<file path="src/rtl/lap_timer_core.sv">
// lap_timer_core
//   Stopwatch / countdown core with a lap-capture FIFO.
//   Counts hundredths, seconds, minutes and hours from a divided system clock.
//   It counts up from zero, or down from a saturated preset to zero.
//   Split times are pushed into a show-ahead FIFO that the display side drains.
//
// Parameters
//   TICK_DIV  : clock cycles per hundredth-second tick (>= 2)
//   LAP_DEPTH : lap FIFO entries (power of two, >= 2)
//   HOUR_MAX  : largest hour value (<= 127)
//
// Ports
//   clock_i          system clock
//   reset_i          synchronous active-high reset
//   start_pause_i    one-cycle pulse: start / pause / resume
//   lap_i            one-cycle pulse: capture the current timestamp
//   clear_i          one-cycle pulse: back to idle, reload time, empty FIFO
//   count_down_i     mode select, sampled on clear_i only
//   preset_i         countdown start value, packed like timestamp_o
//   timestamp_o      {hour[27:21], minute[20:14], second[13:7], m_sec[6:0]}
//   running_o        high while counting
//   expired_o        one-cycle pulse when a countdown reaches zero
//   lap_rd_i         pop request for the lap FIFO
//   lap_data_o       FIFO head, zero when empty
//   lap_valid_o      FIFO non-empty
//   lap_count_o      entries held
//   lap_overflow_o   sticky: a lap was dropped because the FIFO was full
module lap_timer_core #(
    parameter int unsigned TICK_DIV  = 500000,
    parameter int unsigned LAP_DEPTH = 8,
    parameter int unsigned HOUR_MAX  = 99
) (
    input  logic                               clock_i,
    input  logic                               reset_i,
    input  logic                               start_pause_i,
    input  logic                               lap_i,
    input  logic                               clear_i,
    input  logic                               count_down_i,
    input  logic [27:0]                        preset_i,
    output logic [27:0]                        timestamp_o,
    output logic                               running_o,
    output logic                               expired_o,
    input  logic                               lap_rd_i,
    output logic [27:0]                        lap_data_o,
    output logic                               lap_valid_o,
    output logic [$clog2(LAP_DEPTH+1)-1:0]     lap_count_o,
    output logic                               lap_overflow_o
);

    localparam int unsigned DivW = $clog2(TICK_DIV);
    localparam int unsigned PtrW = $clog2(LAP_DEPTH);
    localparam int unsigned CntW = $clog2(LAP_DEPTH + 1);

    localparam logic [DivW-1:0] DivLast = DivW'(TICK_DIV - 1);
    localparam logic [CntW-1:0] CntFull = CntW'(LAP_DEPTH);
    localparam logic [6:0]      MsMax   = 7'd99;
    localparam logic [6:0]      SecMax  = 7'd59;
    localparam logic [6:0]      MinMax  = 7'd59;
    localparam logic [6:0]      HourMax = 7'(HOUR_MAX);

    typedef enum logic [1:0] {StIdle, StRun, StPause, StDone} state_e;

    // State registers
    state_e            state_q, state_d;
    logic              mode_q, mode_d;           // 1: count down
    logic [6:0]        hour_q, hour_d;
    logic [6:0]        min_q, min_d;
    logic [6:0]        sec_q, sec_d;
    logic [6:0]        ms_q, ms_d;
    logic [DivW-1:0]   div_q, div_d;
    logic              running_q, running_d;
    logic              expired_q, expired_d;

    // Lap FIFO
    logic [27:0]       mem_q [LAP_DEPTH];
    logic [PtrW-1:0]   wr_ptr_q, wr_ptr_d;
    logic [PtrW-1:0]   rd_ptr_q, rd_ptr_d;
    logic [CntW-1:0]   count_q, count_d;
    logic [27:0]       head_q, head_d;
    logic              valid_q, valid_d;
    logic              overflow_q, overflow_d;

    logic              tick;
    logic              push_req;
    logic              push_ok;
    logic              pop_ok;
    logic [27:0]       ts_q;
    logic              ts_zero;

    // Saturated preset fields
    logic [6:0]        pre_hour, pre_min, pre_sec, pre_ms;

    // Timestamp after one tick in the current mode
    logic [6:0]        tk_hour, tk_min, tk_sec, tk_ms;

    assign ts_q    = {hour_q, min_q, sec_q, ms_q};
    assign ts_zero = (ts_q == '0);

    always_comb begin
        pre_hour = (preset_i[27:21] > HourMax) ? HourMax : preset_i[27:21];
        pre_min  = (preset_i[20:14] > MinMax)  ? MinMax  : preset_i[20:14];
        pre_sec  = (preset_i[13:7]  > SecMax)  ? SecMax  : preset_i[13:7];
        pre_ms   = (preset_i[6:0]   > MsMax)   ? MsMax   : preset_i[6:0];
    end

    // Carry / borrow ripples through all fields in one cycle.
    always_comb begin
        tk_hour = hour_q;
        tk_min  = min_q;
        tk_sec  = sec_q;
        tk_ms   = ms_q;
        if (!mode_q) begin
            if (ms_q == MsMax) begin
                tk_ms = '0;
                if (sec_q == SecMax) begin
                    tk_sec = '0;
                    if (min_q == MinMax) begin
                        tk_min  = '0;
                        tk_hour = (hour_q == HourMax) ? 7'd0 : hour_q + 7'd1;
                    end else begin
                        tk_min = min_q + 7'd1;
                    end
                end else begin
                    tk_sec = sec_q + 7'd1;
                end
            end else begin
                tk_ms = ms_q + 7'd1;
            end
        end else begin
            if (ms_q == '0) begin
                tk_ms = MsMax;
                if (sec_q == '0) begin
                    tk_sec = SecMax;
                    if (min_q == '0) begin
                        tk_min  = MinMax;
                        tk_hour = hour_q - 7'd1;
                    end else begin
                        tk_min = min_q - 7'd1;
                    end
                end else begin
                    tk_sec = sec_q - 7'd1;
                end
            end else begin
                tk_ms = ms_q - 7'd1;
            end
        end
    end

    always_comb begin
        state_d    = state_q;
        mode_d     = mode_q;
        hour_d     = hour_q;
        min_d      = min_q;
        sec_d      = sec_q;
        ms_d       = ms_q;
        div_d      = div_q;
        expired_d  = 1'b0;
        wr_ptr_d   = wr_ptr_q;
        rd_ptr_d   = rd_ptr_q;
        count_d    = count_q;
        overflow_d = overflow_q;
        tick       = 1'b0;
        push_req   = 1'b0;
        push_ok    = 1'b0;
        pop_ok     = 1'b0;

        if (clear_i) begin
            state_d    = StIdle;
            mode_d     = count_down_i;
            if (count_down_i) begin
                hour_d = pre_hour;
                min_d  = pre_min;
                sec_d  = pre_sec;
                ms_d   = pre_ms;
            end else begin
                hour_d = '0;
                min_d  = '0;
                sec_d  = '0;
                ms_d   = '0;
            end
            div_d      = '0;
            wr_ptr_d   = '0;
            rd_ptr_d   = '0;
            count_d    = '0;
            overflow_d = 1'b0;
        end else begin
            // Divider only advances in RUN; PAUSE keeps the fractional tick.
            if (state_q == StRun) begin
                if (div_q == DivLast) begin
                    div_d = '0;
                    tick  = 1'b1;
                end else begin
                    div_d = div_q + 1'b1;
                end
            end

            unique case (state_q)
                StIdle:  if (start_pause_i && !(mode_q && ts_zero)) state_d = StRun;
                StRun:   if (start_pause_i) state_d = StPause;
                StPause: if (start_pause_i) state_d = StRun;
                StDone:  ;
                default: state_d = StIdle;
            endcase

            if (tick) begin
                hour_d = tk_hour;
                min_d  = tk_min;
                sec_d  = tk_sec;
                ms_d   = tk_ms;
                // Reaching zero wins over a same-cycle pause.
                if (mode_q && ({tk_hour, tk_min, tk_sec, tk_ms} == '0)) begin
                    state_d   = StDone;
                    expired_d = 1'b1;
                end
            end

            // Lap captures the pre-tick timestamp.
            push_req = lap_i && ((state_q == StRun) || (state_q == StPause));
            pop_ok   = lap_rd_i && (count_q != '0);
            push_ok  = push_req && ((count_q != CntFull) || pop_ok);
            if (push_req && !push_ok) begin
                overflow_d = 1'b1;
            end
            if (push_ok) begin
                wr_ptr_d = wr_ptr_q + 1'b1;
            end
            if (pop_ok) begin
                rd_ptr_d = rd_ptr_q + 1'b1;
            end
            if (push_ok && !pop_ok) begin
                count_d = count_q + 1'b1;
            end else if (pop_ok && !push_ok) begin
                count_d = count_q - 1'b1;
            end
        end

        running_d = (state_d == StRun);
        valid_d   = (count_d != '0);

        // Registered show-ahead head; a push into the slot about to become
        // the head bypasses the memory.
        if (count_d == '0) begin
            head_d = '0;
        end else if (push_ok && (wr_ptr_q == rd_ptr_d)) begin
            head_d = ts_q;
        end else begin
            head_d = mem_q[rd_ptr_d];
        end
    end

    always_ff @(posedge clock_i) begin
        if (reset_i) begin
            state_q    <= StIdle;
            mode_q     <= 1'b0;
            hour_q     <= '0;
            min_q      <= '0;
            sec_q      <= '0;
            ms_q       <= '0;
            div_q      <= '0;
            running_q  <= 1'b0;
            expired_q  <= 1'b0;
            wr_ptr_q   <= '0;
            rd_ptr_q   <= '0;
            count_q    <= '0;
            head_q     <= '0;
            valid_q    <= 1'b0;
            overflow_q <= 1'b0;
        end else begin
            state_q    <= state_d;
            mode_q     <= mode_d;
            hour_q     <= hour_d;
            min_q      <= min_d;
            sec_q      <= sec_d;
            ms_q       <= ms_d;
            div_q      <= div_d;
            running_q  <= running_d;
            expired_q  <= expired_d;
            wr_ptr_q   <= wr_ptr_d;
            rd_ptr_q   <= rd_ptr_d;
            count_q    <= count_d;
            head_q     <= head_d;
            valid_q    <= valid_d;
            overflow_q <= overflow_d;
            if (push_ok) begin
                mem_q[wr_ptr_q] <= ts_q;
            end
        end
    end

    assign timestamp_o    = ts_q;
    assign running_o      = running_q;
    assign expired_o      = expired_q;
    assign lap_data_o     = head_q;
    assign lap_valid_o    = valid_q;
    assign lap_count_o    = count_q;
    assign lap_overflow_o = overflow_q;

endmodule

</file>
<file path="config.mk">
export PLATFORM = sky130hd
export DESIGN_NAME = lap_timer_core
export DESIGN_NICKNAME = d
export VERILOG_FILES = /design/src/rtl/lap_timer_core.sv
export SDC_FILE = /design/constraint.sdc
export NUM_CORES = 1
export LEC_CHECK = 0
export BUFFER_PORTS_ARGS = -buffer_cell sky130_fd_sc_hd__buf_2
export CAP_MARGIN = 20
export CORE_MARGIN = 3
export CORE_UTILIZATION = 43
export DETAILED_ROUTE_END_ITERATION = 10
export HOLD_SLACK_MARGIN = 0.12
export PLACE_DENSITY_LB_ADDON = 0.15
export SYNTH_ARGS = -nofsm -noshare
export SYNTH_HDL_FRONTEND = slang
export SYNTH_SLANG_ARGS = --single-unit
</file>
<file path="constraint.sdc">
create_clock -name clock_i -period 4.05 [get_ports clock_i]
set_input_delay 0.6075 -clock clock_i [delete_from_list [all_inputs] [get_ports clock_i]]
set_output_delay 0.6075 -clock clock_i [all_outputs]
set_load 0.005 [all_outputs]
</file>
## Yosys cells after proc, flatten, opt, wreduce, memory -nomap -nowiden

Memories as Yosys holds them, arrays and structs flattened. A register that Yosys moved wholly into a read port is not among the register bits.
Index checks and enable logic that the tools add are counted.

- Div/mod/pow operators: 0
- Reduce and logical (&&, ||, !) cells: 27
- $mul: 0
- Mux-type cells: 60
- Order comparisons: 4
- $add $sub $neg: 13
- Eq/ne operators: 9
- Shift-type cells: 0
- Bitwise gates (word level): 1

Operators by type and width:

| kind | number |
|---|---|
| $mux W7 | 39 |
| $logic_not A28 Y1 | 2 |
| $add A7 B1 Y7 const B | 4 |
| $sub A7 B1 Y7 const B | 4 |
| $logic_not A7 Y1 | 3 |
| $add A19 B1 Y19 const B | 1 |
| $eq A19 B19 Y1 const B | 1 |
| $mux W19 | 1 |
| $eq A7 B6 Y1 const B | 2 |
| $eq A7 B7 Y1 const B | 2 |
| $gt A7 B6 Y1 const B | 2 |
| $gt A7 B7 Y1 const B | 2 |
| $mux W2 | 6 |
| $mux W4 | 3 |
| $logic_and A1 B1 Y1 | 9 |
| $mux W1 | 8 |
| $reduce_bool A4 Y1 | 2 |
| $add A3 B1 Y3 const B | 2 |
| $mux W3 | 2 |
| $pmux W2 S3 | 1 |
| $add A4 B1 Y4 const B | 1 |
| $eq A2 B1 Y1 const B | 2 |
| $logic_not A4 Y1 | 1 |
| $ne A4 B4 Y1 const B | 1 |
| other kinds (9) | 13 |

- Memory bits (writable): 224
- Register bits: 64
- Memories kept: 1
- Logic and storage cells: 129
- Input port bits: 35
- Bits in latches: 0
- Bits in read-only memories: 0

Memories:

| memory | depth | bits a word | rd ports | clocked after Yosys merged registers in | wr ports | RTL line | text |
|---|---|---|---|---|---|---|---|
| mem_q | 8 | 28 | 1 | 1 | 1 | 75 | `logic [27:0] mem_q [LAP_DEPTH];` |

## Logic depth before layout (Yosys ltp)

- Depth in word-level cells: 12
- Depth in mapped cells: 13

## Worst setup path before layout

No wires, ideal clock.

- Path type: reg-to-reg
- From: register count_q[0], in the netlist lap_count_o[0]
- To: memory mem_q[0][0], enable pin
- Data required time: 3.602 ns
- Library setup time: 0.448 ns
- Slack: 0.037 ns
- Buffers on the path: 0
- Clock period less this slack: 4.013 ns
- Stages on the path, launching flop included: 7
- Arrival time: 3.565 ns
- Cell sequence: dfxtp_1 > inv_1 > ha_1 > and4bb_2 > or2_2 > or3_1 > nor3_1

- Cells in the longest elaborated chain, start to end: 8
- Elaborated cells between the ends (all ways): 9

RTL lines:

| item | RTL line | text |
|---|---|---|
| start: declaration | 78 | `logic [CntW-1:0] count_q, count_d;` |
| start signal: assignment | 280 | `count_q <= count_d;` |
| $reduce_bool A4 Y1 | 219 | `pop_ok = lap_rd_i && (count_q != '0);` |
| $logic_and A1 B1 Y1 | 219 |  |
| $logic_or A1 B1 Y1 (*) | 220 | `push_ok = push_req && ((count_q != CntFull) \|\| pop_ok);` |
| $logic_and A1 B1 Y1 (*) | 220 |  |
| $mux W1 (*) | 167 | `if (clear_i) begin` |
| $mux W1 (*) | 284 | `if (push_ok) begin` |
| $mux W1 (*) | 252 | `if (reset_i) begin` |
| $mux W1 (implied by the code) (*) | 285 | `mem_q[wr_ptr_q] <= ts_q;` |
| end: declaration | 75 |  |

Every way passes the cells marked *; elsewhere a longest branch is shown, timed or not.

## Worst setup path after layout

- From: register sec_q[0]
- To: register state_q[1]

- Cells in the longest elaborated chain, start to end: 9
- Elaborated cells between the ends (all ways): 30

RTL lines:

| item | RTL line | text |
|---|---|---|
| start: declaration | 68 | `logic [6:0] sec_q, sec_d;` |
| start signal: assignment | 257 | `sec_q <= '0;` |
| start signal: assignment | 273 | `sec_q <= sec_d;` |
| $add A7 B1 Y7, or another cell as far along | 124 | `tk_sec = sec_q + 7'd1;` |
| $mux W7, or another cell as far along | 115 | `if (sec_q == SecMax) begin` |
| $mux W7, or another cell as far along | 113 | `if (ms_q == MsMax) begin` |
| $mux W7 / $logic_and A1 B1 Y1 (equally long branches) | 112, 198 |  |
| $logic_not A28 Y1 / $mux W2 (equally long branches) | 211, 198 |  |
| $logic_and A1 B1 Y1 / $pmux W2 S3 (equally long branches) | 211, 197 |  |
| $mux W2 | 211 | `if (mode_q && ({tk_hour, tk_min, tk_sec, tk_ms} == '0)) begin` |
| $mux W2 (*) | 205 | `if (tick) begin` |
| $mux W2 (*) | 167 |  |
| end signal: assignment | 253 | `state_q <= StIdle;` |
| end signal: assignment | 269 | `state_q <= state_d;` |
| end: declaration | 64 | `state_e state_q, state_d;` |

Marks and branches as above.
A chain may end at the register's enable or synchronous reset.

==> metrics.md <==
| Metric | Value |
|---|---|
| Sw Pwr | `1620 uW` |
| Clk network pwr share | `a little over two fifths` |
| First-pass GRT wire length | `55900 um` |
| Vias in the first global route | `9247` |
| Cells along the critical path | `inv_1 > ha_1 > nor4b_2 > nand2_1 > nor2_1 > a311o_1 > a2111oi_2 > o2111ai_2 > nor4_4 > o21bai_1` |
| Kind of start point of the critical path | `flop` |
| Yosys warns | `0` |
| Fmax | `~300 MHz` |
| PortBufs | `98` |
| DP Area | `0.0155 mm^2` |
| Synth top area cells | `edfxtp_1, dfxtp_1, mux4_2` |
| CTS max path bufs | `3` |
| Post-route clock skew | `around 13 ps` |
| Relative slew slack | `42.9%` |
| Tmin final | `3330 ps` |
| Drt pass-1 iters | `4` |
| Post-Syn Nets | `~1100` |
| # IOs | `99` |
| Antenna violations before repair | `0` |
| Fillers | `2857` |
| CP endpoint kind | `flop` |
| CTS tree | `yes` |
| Post-CTS Setup Inserts | `0` |
| Cell count after synthesis | `1093` |
| Main synth FF type | `edfxtp_1` |
| Pint | `roughly 5700 uW` |
| Post-CTS Resized | `0` |
| Row cnt | `66` |
| Status | `finished clean` |
| Tcrit/Tclk final | `approximately 80%` |
| DRT Wirelength | `35800 um` |
| CP max stage cell | `dfxtp_1` |
| Kind of critical path | `reg2reg` |
| Area occupied by registers | `~0.0086 mm^2` |
| Max incr delay on CP | `730 ps` |
| Initial drt markers | `710` |
| Root buffer cell | `clkbuf_16` |
| Max IR drop VDD | `275 uV` |
| Final nets | `roughly 1300` |
| Core Region | `between 0.03 and 0.04 mm^2` |
| Sw Share | `22.2%` |
| Logic pwr share | `7.7%` |
| Via count | `9526` |
| Vias per inst | `5.71` |
| Number of distinct library cells after synthesis | `83` |
| Largest net degree at the start of global routing | `57` |
| Crit path DAT | `~3800 ps` |
| Chip width | `188 um` |
| CP Max Fanout | `21` |
| Static Leak | `0.00574 uW` |
| Layout cells sized above 1 | `23.5%` |
| Clock-pin slew on the worst setup and hold paths | `60 ps` |
| # clock sinks | `~320` |
| Post-synth top area cell | `edfxtp_1` |
| Area delta synth->final | `16.7%` |
| Hold Path Class | `in2reg` |
| Routability cong. | `between 0.9 and 1` |
| Crit. Startpoint | `sec_q[0]` |
| Gr usage total | `20.3%` |
| # hold bufs at CTS | `0` |
| Final Hold Viols | `0` |
| Post-synth top area share | `47.1%` |
| Crit path required time | `4480 ps` |
| Die area | `0.0354 mm^2` |
| Hold_sp | `preset_i[27]` |
| Grt ovf | `0` |
| DR DRC count | `0` |
| Initial Util | `43.8%` |
| Syn_area_per_cell | `13.1 um^2` |
| Place WS | `808 ps` |
| Antenna viol nets, final | `0` |
| Worst skew pair latency | `510 ps` |
| # H-tree levels | `2` |
| Final HPWL DP | `22400 um` |
| MaxCap Viol Count | `0` |
| Routed length per instance | `21.5 um` |
| RSZ-0062 raised after global routing | `false` |
| R2R Path Start | `sec_q[0]` |
| Pwr Density | `439 mW/mm^2` |
| Post-synthesis sequential area ratio | `60.0%` |
| Post-synth ARST share | `0%` |
| Setup violations, final | `0` |
| Die Y | `188 um` |
| Setup ws final | `between 700 and 800 ps` |
| Final core occ | `51.1%` |
| Final instance area | `between 0.015 and 0.02 mm^2` |
| Number of flops mapped to enable cells by yosys | `224` |
| Slew @ Worst Pin | `856 ps` |
| Num CTS Buffers | `35` |
| Sequential power share | `48.5%` |
| Syn Std Cell Area | `0.0143 mm^2` |
| Multi-input gate area | `about 0.0054 mm^2` |
| Slew Limit Fails | `0` |
| Seq cells post-synth | `316` |
| Final setup TNS | `0 ps` |
==> state kept, by name, summed over array words and instances, names as in the netlist, 2 cells and up <==
signal,flops
mem_q,224
lap_data_o,28
div_q,19
hour_q,7
min_q,7
ms_q,7
sec_q,7
lap_count_o,4
rd_ptr_q,3
wr_ptr_q,3
state_q,2
==> power groups by stage <==
stage / Sequential, uW / Combinational [uW] / Clock, uW
finish: 3550 / 563 / 3200
global route: 3560 / 617 / 3410
CTS: 3550 / 565 / 3270
detailed placement: 3620 / 563 / 0
global placement: 3620 / 565 / 0
floorplan: 3610 / 364 / 0
==> worst paths after layout <==
kind               endpoint  slack [ps]  cells past startpoint
min               hour_q[6]         380                      3
max reg2reg      state_q[1]         720                     10
max              state_q[1]         720                     10
min reg2reg  lap_overflow_o         490                      2
==> cell usage after synthesis (5+ instances only) <==
| cell type | instances |
|---|---|
| edfxtp_1 | 224 |
| nor2_1 | 102 |
| dfxtp_1 | 92 |
| nand2_1 | 59 |
| mux4_2 | 57 |
| o21ai_0 | 46 |
| clkbuf_1 | 40 |
| a21oi_1 | 39 |
| a211oi_1 | 38 |
| mux2i_1 | 37 |
| nor3_1 | 32 |
| nand3_1 | 26 |
| inv_1 | 25 |
| buf_2 | 23 |
| nand4_1 | 21 |
| xor2_1 | 21 |
| ha_1 | 19 |
| xnor2_1 | 17 |
| and3_1 | 12 |
| or3_1 | 10 |
| nand2b_1 | 8 |
| o211ai_1 | 8 |
| a31oi_1 | 7 |
| and2_1 | 6 |
| nor4_1 | 6 |
| o21bai_1 | 6 |
| a21o_1 | 5 |
| buf_4 | 5 |
| nand3b_1 | 5 |
| o311ai_0 | 5 |
==> metrics by stage <==
step	std cells	power [uW]	hold slack [ps]
floorplan	1093	3970	461
global placement	1604	4180	467
detailed placement	1604	4180	453
CTS	1667	7380	359
global route	1667	7580	379
finish	1668	7310	380
==> cell families (layout without fill, tap and decap cells) <==
| group | Yosys count | in the layout | synth area share, % |
|---|---|---|---|
| AO/OA/AOI/OAI | 205 | 205 | 9.80 |
| XOR/XNOR | 38 | 38 | 2.33 |
| adder cells (fa/ha/maj) | 19 | 19 | 1.67 |
| buffers and inverters | 98 | 230 | 2.91 |
| flip-flops | 316 | 316 | 60.0 |
| multiplexers | 94 | 94 | 11.6 |
| other | 0 | 1 | 0 |
| AND/OR/NAND/NOR | 323 | 323 | 11.7 |
==> layout by cell type (no fill, tap or decap), drive strengths merged, types with 6 or more instances in the layout <==
master,n
nor2,104
mux4,57
ha,19
dfxtp,92
clkbuf,49
and2,8
a31oi,7
edfxtp,224
clkinv,10
nand2b,8
buf,141
mux2i,37
nor4,7
and3,12
nor4b,8
or3,10
or2,6
xnor2,17
a21oi,39
o21ai,46
nand3,26
a211oi,38
nand2,60
nand4,22
o21bai,6
o211ai,8
xor2,21
inv,25
nor3,34
==> metal layers <==
metal | part of all wire (%) | track usage (%) | wire length [um] | vias up
met1 | 48 | 30.9 | 17100 | 4766
li1 | - | - | - | 4426
met3 | 5.5 | 3.14 | 1960 | 50
met2 | 45 | 30.6 | 16100 | 284
met4 | 1.7 | 4.85 | 624 | 0
met5 | 0 | 0 | 0 | -
==> critical path: cells and delay by family, from the launching register on <==
| family | cells | cell delay, ps |
|---|---|---|
| buffers and inverters | 1 | 160 |
| and+or+nand+nor | 4 | 980 |
| DFF | 1 | 730 |
| adders and majority gates | 1 | 260 |
| AOI/OAI and AO/OA | 4 | 1100 |
==> layout make-up <==
type	count	share of cell area, %
Clock inverter	14	0.916
Antenna cell	1	0.0150
Timing Repair Buffer	141	5.26
Clock buffer	49	6.19
Tap cell	442	3.32
Multi-Input combinational cell	679	32.3
Sequential cell	316	51.4
Inverter	26	0.586
No activity file was read; power rests on OpenSTA's default activity.
